--- src/rtl/mc_controller.sv ---
// Multicycle MIPS-style control unit.
//
// A Moore FSM sequences each instruction through FETCH, DECODE and a
// class-specific tail, then returns to FETCH. Every control output is a
// combinational function of the current state. A few outputs also depend
// on op, funct or zero. While reset is high, every output is forced to 0.
//
// Ports:
//   clk       in   sole clock, rising edge
//   reset     in   synchronous, active-high
//   op        in   [5:0] opcode from the instruction register
//   funct     in   [5:0] funct field from the instruction register
//   zero      in   ALU zero flag, used in BRANCH
//   pcen      out  PC register enable
//   irwrite   out  instruction register enable
//   regwrite  out  register file write enable
//   memwrite  out  memory write enable
//   iord      out  memory address select (0=PC, 1=ALUOut)
//   alusrca   out  ALU A select (0=PC, 1=A register)
//   alusrcb   out  [1:0] ALU B select (B, 4, ext imm, ext imm<<2)
//   pcsrc     out  [1:0] next-PC select (ALU, ALUOut, jump target)
//   regdst    out  write-register select (0=rt, 1=rd)
//   memtoreg  out  write-data select (0=ALUOut, 1=MDR)
//   alucont   out  [3:0] ALU operation
//   signext   out  immediate extension (1=sign, 0=zero)
//   shiftl16  out  shift extended immediate left by 16
//   state     out  [3:0] current FSM state (debug)
module mc_controller (
  input  logic       clk,
  input  logic       reset,
  input  logic [5:0] op,
  input  logic [5:0] funct,
  input  logic       zero,
  output logic       pcen,
  output logic       irwrite,
  output logic       regwrite,
  output logic       memwrite,
  output logic       iord,
  output logic       alusrca,
  output logic [1:0] alusrcb,
  output logic [1:0] pcsrc,
  output logic       regdst,
  output logic       memtoreg,
  output logic [3:0] alucont,
  output logic       signext,
  output logic       shiftl16,
  output logic [3:0] state
);

  typedef enum logic [3:0] {
    FETCH  = 4'd0,
    DECODE = 4'd1,
    MEMADR = 4'd2,
    MEMRD  = 4'd3,
    MEMWB  = 4'd4,
    MEMWR  = 4'd5,
    RTEXEC = 4'd6,
    RTWB   = 4'd7,
    BRANCH = 4'd8,
    IEXEC  = 4'd9,
    IWB    = 4'd10,
    JUMP   = 4'd11
  } state_t;

  localparam logic [5:0] OP_RTYPE = 6'b000000;
  localparam logic [5:0] OP_J     = 6'b000010;
  localparam logic [5:0] OP_BEQ   = 6'b000100;
  localparam logic [5:0] OP_BNE   = 6'b000101;
  localparam logic [5:0] OP_ADDI  = 6'b001000;
  localparam logic [5:0] OP_ANDI  = 6'b001100;
  localparam logic [5:0] OP_ORI   = 6'b001101;
  localparam logic [5:0] OP_LUI   = 6'b001111;
  localparam logic [5:0] OP_LW    = 6'b100011;
  localparam logic [5:0] OP_SW    = 6'b101011;

  localparam logic [3:0] ALU_AND = 4'b0000;
  localparam logic [3:0] ALU_OR  = 4'b0001;
  localparam logic [3:0] ALU_ADD = 4'b0010;
  localparam logic [3:0] ALU_SUB = 4'b0110;
  localparam logic [3:0] ALU_SLT = 4'b0111;
  localparam logic [3:0] ALU_NOR = 4'b1000;
  localparam logic [3:0] ALU_XOR = 4'b1001;

  state_t cur_state;
  state_t nxt_state;

  // R-type ALU operation. An unrecognised funct falls back to ADD.
  function automatic logic [3:0] rtype_alu(input logic [5:0] f);
    case (f)
      6'b100000: rtype_alu = ALU_ADD;
      6'b100010: rtype_alu = ALU_SUB;
      6'b100100: rtype_alu = ALU_AND;
      6'b100101: rtype_alu = ALU_OR;
      6'b100111: rtype_alu = ALU_NOR;
      6'b100110: rtype_alu = ALU_XOR;
      6'b101010: rtype_alu = ALU_SLT;
      default:   rtype_alu = ALU_ADD;
    endcase
  endfunction

  // Only the seven decoded functs are allowed to write back.
  function automatic logic rtype_known(input logic [5:0] f);
    case (f)
      6'b100000, 6'b100010, 6'b100100, 6'b100101,
      6'b100111, 6'b100110, 6'b101010: rtype_known = 1'b1;
      default:                         rtype_known = 1'b0;
    endcase
  endfunction

  function automatic logic [3:0] imm_alu(input logic [5:0] o);
    case (o)
      OP_ANDI:        imm_alu = ALU_AND;
      OP_ORI, OP_LUI: imm_alu = ALU_OR;
      default:        imm_alu = ALU_ADD;
    endcase
  endfunction

  always_ff @(posedge clk) begin
    if (reset) cur_state <= FETCH;
    else       cur_state <= nxt_state;
  end

  // Debug view of the state is masked during reset like every other output.
  assign state = reset ? 4'd0 : cur_state;

  always_comb begin
    nxt_state = FETCH;
    pcen      = 1'b0;
    irwrite   = 1'b0;
    regwrite  = 1'b0;
    memwrite  = 1'b0;
    iord      = 1'b0;
    alusrca   = 1'b0;
    alusrcb   = 2'b00;
    pcsrc     = 2'b00;
    regdst    = 1'b0;
    memtoreg  = 1'b0;
    alucont   = 4'b0000;
    signext   = 1'b0;
    shiftl16  = 1'b0;
    // The register itself returns to FETCH on the reset edge. The outputs
    // are held at 0 here so that no write or PC update occurs that cycle.
    if (!reset) begin
      case (cur_state)
        FETCH: begin
          alusrcb   = 2'b01;
          alucont   = ALU_ADD;
          irwrite   = 1'b1;
          pcen      = 1'b1;
          nxt_state = DECODE;
        end
        DECODE: begin
          // Branch target is computed early: PC+4 + (imm<<2).
          alusrcb = 2'b11;
          alucont = ALU_ADD;
          signext = 1'b1;
          case (op)
            OP_LW, OP_SW:                     nxt_state = MEMADR;
            OP_RTYPE:                         nxt_state = RTEXEC;
            OP_BEQ, OP_BNE:                   nxt_state = BRANCH;
            OP_ADDI, OP_ANDI, OP_ORI, OP_LUI: nxt_state = IEXEC;
            OP_J:                             nxt_state = JUMP;
            default:                          nxt_state = FETCH;
          endcase
        end
        MEMADR: begin
          alusrca = 1'b1;
          alusrcb = 2'b10;
          alucont = ALU_ADD;
          signext = 1'b1;
          if (op == OP_SW)      nxt_state = MEMWR;
          else if (op == OP_LW) nxt_state = MEMRD;
          else                  nxt_state = FETCH;
        end
        MEMRD: begin
          iord      = 1'b1;
          nxt_state = MEMWB;
        end
        MEMWB: begin
          memtoreg  = 1'b1;
          regwrite  = 1'b1;
          nxt_state = FETCH;
        end
        MEMWR: begin
          iord      = 1'b1;
          memwrite  = 1'b1;
          nxt_state = FETCH;
        end
        RTEXEC, RTWB: begin
          alusrca = 1'b1;
          alucont = rtype_alu(funct);
          if (cur_state == RTWB) begin
            regdst    = 1'b1;
            regwrite  = rtype_known(funct);
            nxt_state = FETCH;
          end else begin
            nxt_state = RTWB;
          end
        end
        BRANCH: begin
          alusrca   = 1'b1;
          alucont   = ALU_SUB;
          pcsrc     = 2'b01;
          pcen      = (op == OP_BEQ) ? zero : ((op == OP_BNE) ? ~zero : 1'b0);
          nxt_state = FETCH;
        end
        IEXEC, IWB: begin
          alusrca  = 1'b1;
          alusrcb  = 2'b10;
          alucont  = imm_alu(op);
          signext  = (op == OP_ADDI);
          shiftl16 = (op == OP_LUI);
          if (cur_state == IWB) begin
            regwrite  = 1'b1;
            nxt_state = FETCH;
          end else begin
            nxt_state = IWB;
          end
        end
        JUMP: begin
          pcsrc     = 2'b10;
          pcen      = 1'b1;
          nxt_state = FETCH;
        end
        default: nxt_state = FETCH;
      endcase
    end
  end

endmodule

--- config.mk ---
export PLATFORM = sky130hd
export DESIGN_NAME = mc_controller
export DESIGN_NICKNAME = d
export VERILOG_FILES = /design/src/rtl/mc_controller.sv
export SDC_FILE = /design/constraint.sdc
export NUM_CORES = 1
export LEC_CHECK = 0
export ABC_AREA = 1
export BUFFER_PORTS_ARGS = -buffer_cell sky130_fd_sc_hd__buf_2
export CORE_MARGIN = 1.5
export CORE_UTILIZATION = 35
export CTS_CLUSTER_SIZE = 8
export DETAILED_ROUTE_END_ITERATION = 8
export PLACE_DENSITY_LB_ADDON = 0.08
export RECOVER_POWER = 25
export SETUP_SLACK_MARGIN = 0.4
export SLEW_MARGIN = 5
export SYNTH_ARGS = -nofsm -noshare
export SYNTH_HDL_FRONTEND = slang
export SYNTH_SLANG_ARGS = --single-unit
export TNS_END_PERCENT = 20
--- constraint.sdc ---
create_clock -name clk -period 1.2 [get_ports clk]
set_input_delay 0.06 -clock clk [delete_from_list [all_inputs] [get_ports clk]]
set_output_delay 0.06 -clock clk [all_outputs]
set_load 0.1 [all_outputs]
# Yosys cells after proc, flatten, opt, wreduce, memory -nomap -nowiden
# Index checks and enable logic that the tools add are counted.
# classes
n_div	0
reduce_logical	15
n_mux	41
bitwise	1
shifts	0
n_lt_le_gt_ge	0
addsub	0
n_mul	0
eq_ne	27
# op_table
cell	count
$eq A6 B6 Y1 const B	9
$pmux W4 S6	2
$eq A6 B4 Y1 const B	4
$mux W1	23
$pmux W4 S5	1
$eq A4 B3 Y1 const B	4
$eq A4 B4 Y1 const B	4
$pmux W4 S4	1
$reduce_or A2 Y1	8
$eq A6 B3 Y1 const B	2
$mux W4	3
$eq A4 B2 Y1 const B	2
$pmux W2 S2	2
$reduce_or A7 Y1	1
$eq A6 B2 Y1 const B	1
$logic_not A6 Y1	1
$mux W2	3
$mux W3	2
$pmux W2 S3	1
$reduce_or A3 Y1	2
$reduce_or A6 Y1	1
$eq A4 B1 Y1 const B	1
$logic_not A4 Y1	1
$pmux W1 S2	2
3 further kinds	3
# totals
register_bits	4
inputBits	15
ramBits	0
latchBits	0
elab_cells	85
romBits	0
mem_count	0

# Longest topological paths before layout
# depth
word_depth	6
depth_mapped	9
ltp_nobuf	9

# Worst setup path after synthesis
# Ideal clock, no wire load.
# synth_path
kind	reg-to-output
start	register cur_state[2]
end	output alucont[3]
arrival_ns	5.026
setup_slack_ns	-3.886
stages_incl_launch_ff	5
n_path_buf	0
cell_sequence	dfxtp_1 inv_1 nor2_1 nand2_1 nor4_1
# synth_between
elab_chain_len	4
word_cells_on_any_way	13
# synth_lines
item	line_no	text
from (decl)	84	state_t cur_state;
from (signal assigned)	120	else cur_state <= nxt_state;
$eq A4 B2 Y1 (tied with other cells)	144	case (cur_state)
$reduce_or A3 Y1 (no source line) or $reduce_or A2 Y1 (tied branches)	-	
$pmux W4 S4 (*)	144	
$mux W4 (*)	143	if (!reset) begin
to (decl)	44	output logic [3:0] alucont,
# Mark *: on every way between the ends. The rest lies on a longest branch, timed or not.

# Final worst setup path
# layout_path
start	register cur_state[0]
end	output alusrca
# layout_between
elab_chain_len	4
word_cells_on_any_way	9
# layout_lines
item	line_no	text
$eq A4 B3 Y1 (tied with other cells)	144	
$reduce_or A6 Y1 (no source line) (*)	-	
$mux W1 (*)	144	
$mux W1 (*)	143	
to (decl)	39	output logic alusrca,
# Marked as above.

==> flow_summary.yaml <==
global_routing:
  antenna_violations_before_repair: 1
  grt_pass1_vias: 1360
  grt_pass1_wl_um: 6240
  grt_usage_pct: 39.3
  largest_net_degree_at_the_start_of_global_routing: 11
  grt_remaining_overflow: 0
pwr:
  p_leak_nw: 0.862
  cellPowerDensity_nw_per_um2: 528
  ir_worst_vdd_mv: 0.954
timing:
  rsz0062_at_grt: "yes"
  layout_min_cycle_time_ns: 1.75
  final.setup_skew_ns: 0.00323
  fin_crit_sh_pct: 146
  max_freq_mhz: 570
  setup_viol: 26
  final_hold_viol_count: 0
  slew_violations: 0
  worst_max_slew_margin_expressed_relative_to_the_limit_pct: 73.0
  timing.final.ws_setup_ns: -0.555
  worst_pin_slew_ns: 0.401
clock_network:
  cts_tree: "done"
  cts-root-buf: "clkbuf_4"
  cts_inserted_buffers: 3
  cts-htree-levels: 1
  worst_skew_pair.late_latency_ns: 0.26
  clk_pin_slew_ns: 0.06
  cts_hold_buffers: 0
  cts.sink_count: 4
  max-clock-path-buffers: 2
setup_path:
  worst_setup_path_startpoint: "cur_state[0]$_SDFF_PP0_"
  crit_path_frequent_cell: "nand2_1"
  data_required_time_of_the_worst_path_ns: 1.14
  cp-end-kind: "primary output"
  crit_path_max_incr_delay_ns: 0.41
  cp-start-kind: "flip-flop"
  critical_path.slowest_cell: "dfxtp_4"
  worst-path-max-fanout: 5
  worstPathArrival_ns: 1.69
  crit_chain: "nand2_1 -> buf_4 -> nand2_1 -> nand2_1 -> o21ai_1 -> inv_1 -> buf_12"
  timing_worst_setup_path_type: "flip-flop to primary output"
  worst_r2r_startpoint: "cur_state[3]$_SDFF_PP0_"
detailed_routing:
  final_antenna_net_count: 0
  route.detailed.vias_per_inst: 6.49
  drt-total-wl_um: 5860
  vias: 1630
  drc_errors: 0
  routedWlPerCell_um: 23.3
  drt-pass1-iter-count: 5
  drt_iter0_markers: 103
min_path:
  start_point_of_the_worst_hold_path: "op[3]"
  min_path_type: "primary input to flip-flop"
floorplanning:
  num_rows: 16
  die_width_um: 48.0
  ioPinCount: 37
  die_y_um: 48.0
  coreArea_um2: 1940
  floorplan.initialDensity_pct: 36.5
  die-area_um2: 2300
placed_design:
  port_buffers: 36
  hpwl_um: 2230
  gpl.final_weighted_congestion: 0.878
  place_worst_setup_slack_ns: -0.211
  dp_cells: 234
cells_and_area:
  layout-drive-gt1-share_pct: 59.4
  instances_no_fill: 251
  layout_top_registers: "cur_state (4)"
  number_of_flip_flops_in_the_largest_register: 4
  nets: 240
  antenna-diode-count: 0
  regMostFlops: "cur_state"
  layout-area-overhead-vs-synth_pct: 164
synthesis:
  synth_sequential_area_ratio_pct: 11.3
  count_of_mapped_cells_out_of_synthesis: 147
  synth_warnings: 0
  yosysUniqueCellTypes: 22
  syn_nets: 162
  dominant_combinational_cell_family_by_area_after_synthesis: "simple AND/OR/NAND/NOR gates"
  syn_avg_cell_area_um2: 4.82
  synth_compound_area_share_pct: 16.3
  post_synth_fa_ha_maj_area_fraction_pct: 0
  post_synth_and_or_nand_nor_area_fraction_pct: 57.4
  post_synth_instance_area_um2: 708
  synth.ff_latch_count: 4
  xor_and_xnor_area_share_after_synthesis_pct: 0
  fraction_of_synthesized_area_in_multiplexers_pct: 0
status:
  violations_in_the_final_reports: "setup timing"
  outcome: "finished with violations"
job:
  max-cap-violations: 0
placed cells by master, fill, tap and decap left out, drive strengths merged:
cell type | Yosys | layout
a21boi | 1 | 1
a21oi | 12 | 12
a22oi | 1 | 1
a31oi | 1 | 1
buf | 1 | 75
clkbuf | 1 | 4
clkinvlp | 0 | 1
dfxtp | 4 | 4
inv | 26 | 25
nand2 | 43 | 43
nand3 | 11 | 11
nand4 | 1 | 1
nor2 | 34 | 34
nor3 | 4 | 4
nor4 | 1 | 1
o21ai | 4 | 4
o21bai | 1 | 1
o22ai | 1 | 1
layer usage:
layer	global-route usage [%]	vias to the layer above	wire, um
met3	3.77	89	692
met2	72.0	192	2660
met5	0	-	12
met1	44.2	727	1810
li1	-	620	-
met4	20.5	2	681
cells in the mapped netlist, drive strengths merged:
library cell / number / area share [%]
nand2: 43 / 23
nor2: 34 / 20
inv: 26 / 14
a21oi: 12 / 8.5
nand3: 11 / 7.8
dfxtp: 4 / 11
nor3: 4 / 4.2
o21ai: 4 / 2.8
a21boi: 1 / 1.1
a22oi: 1 / 1.1
a31oi: 1 / 0.88
buf: 1 / 0.71
clkbuf: 1 / 0.53
nand4: 1 / 0.88
nor4: 1 / 0.88
o21bai: 1 / 1.1
o22ai: 1 / 0.88
cells by family after synthesis:
family                 after synthesis
AOI/OAI and AO/OA                   21
and+or+nand+nor                     94
buffers and inverters               28
DFF                                  4
cell type report:
class | instances | area, um2
sequential | 4 | 92.6
inverter | 26 | 106
timing repair buffer | 75 | 837
multi-input combinational | 115 | 772
fill | 44 | 73.8
tap | 27 | 33.8
clock buffer | 4 | 26.3
report_power, final:
part	leakage (nW)	internal [mW]	switching, mW
sequential	0.0352	0.134	0.0127
clock	0.0150	0.128	0.0973
combinational	0.812	0.217	0.399
total	0.862	0.478	0.509
worst max-delay path: cells and delay by family (launching register included):
family / cells / cell delay, ns
buffers and inverters: 3 / 0.49
DFF: 1 / 0.41
and+or+nand+nor: 3 / 0.30
AOI/OAI and AO/OA: 1 / 0.24
what timing repair did:
action | CTS | global route
cloned | 0 | 0
pin swaps | 14 | 9
buffers inserted | 8 | 5
endpoints found under the setup margin | 26 | 26
gates resized for setup | 37 | 20
through the flow:
step / power, mW / hold slack [ns] / instance area, um2 / TNS [ns] / utilization, %
2_1_floorplan: 0.419 / 0.197 / 821 / -14.97 / -
3_3_place_gp: 0.607 / 0.359 / 1550 / -1.28 / 79.9
3_5_place_dp: 0.617 / 0.371 / 1550 / -1.89 / 79.9
6_report: 0.987 / 0.109 / 1870 / -9.46 / 96.2
4_1_cts: 0.846 / 0.126 / 1760 / -5.19 / 90.4
5_1_grt: 1.01 / 0.118 / 1870 / -10.75 / 96.2
worst paths after layout:
path | to | slack, ns | cells after the start
setup / recovery | alusrca | -0.55 | 7
hold / removal | cur_state[2]$_SDFF_PP0_ | 0.11 | 3
setup reg to reg | cur_state[0]$_SDFF_PP0_ | -0.41 | 8
hold reg to reg | cur_state[2]$_SDFF_PP0_ | 0.90 | 4
Note: power is estimated with default switching activity, not from simulation.
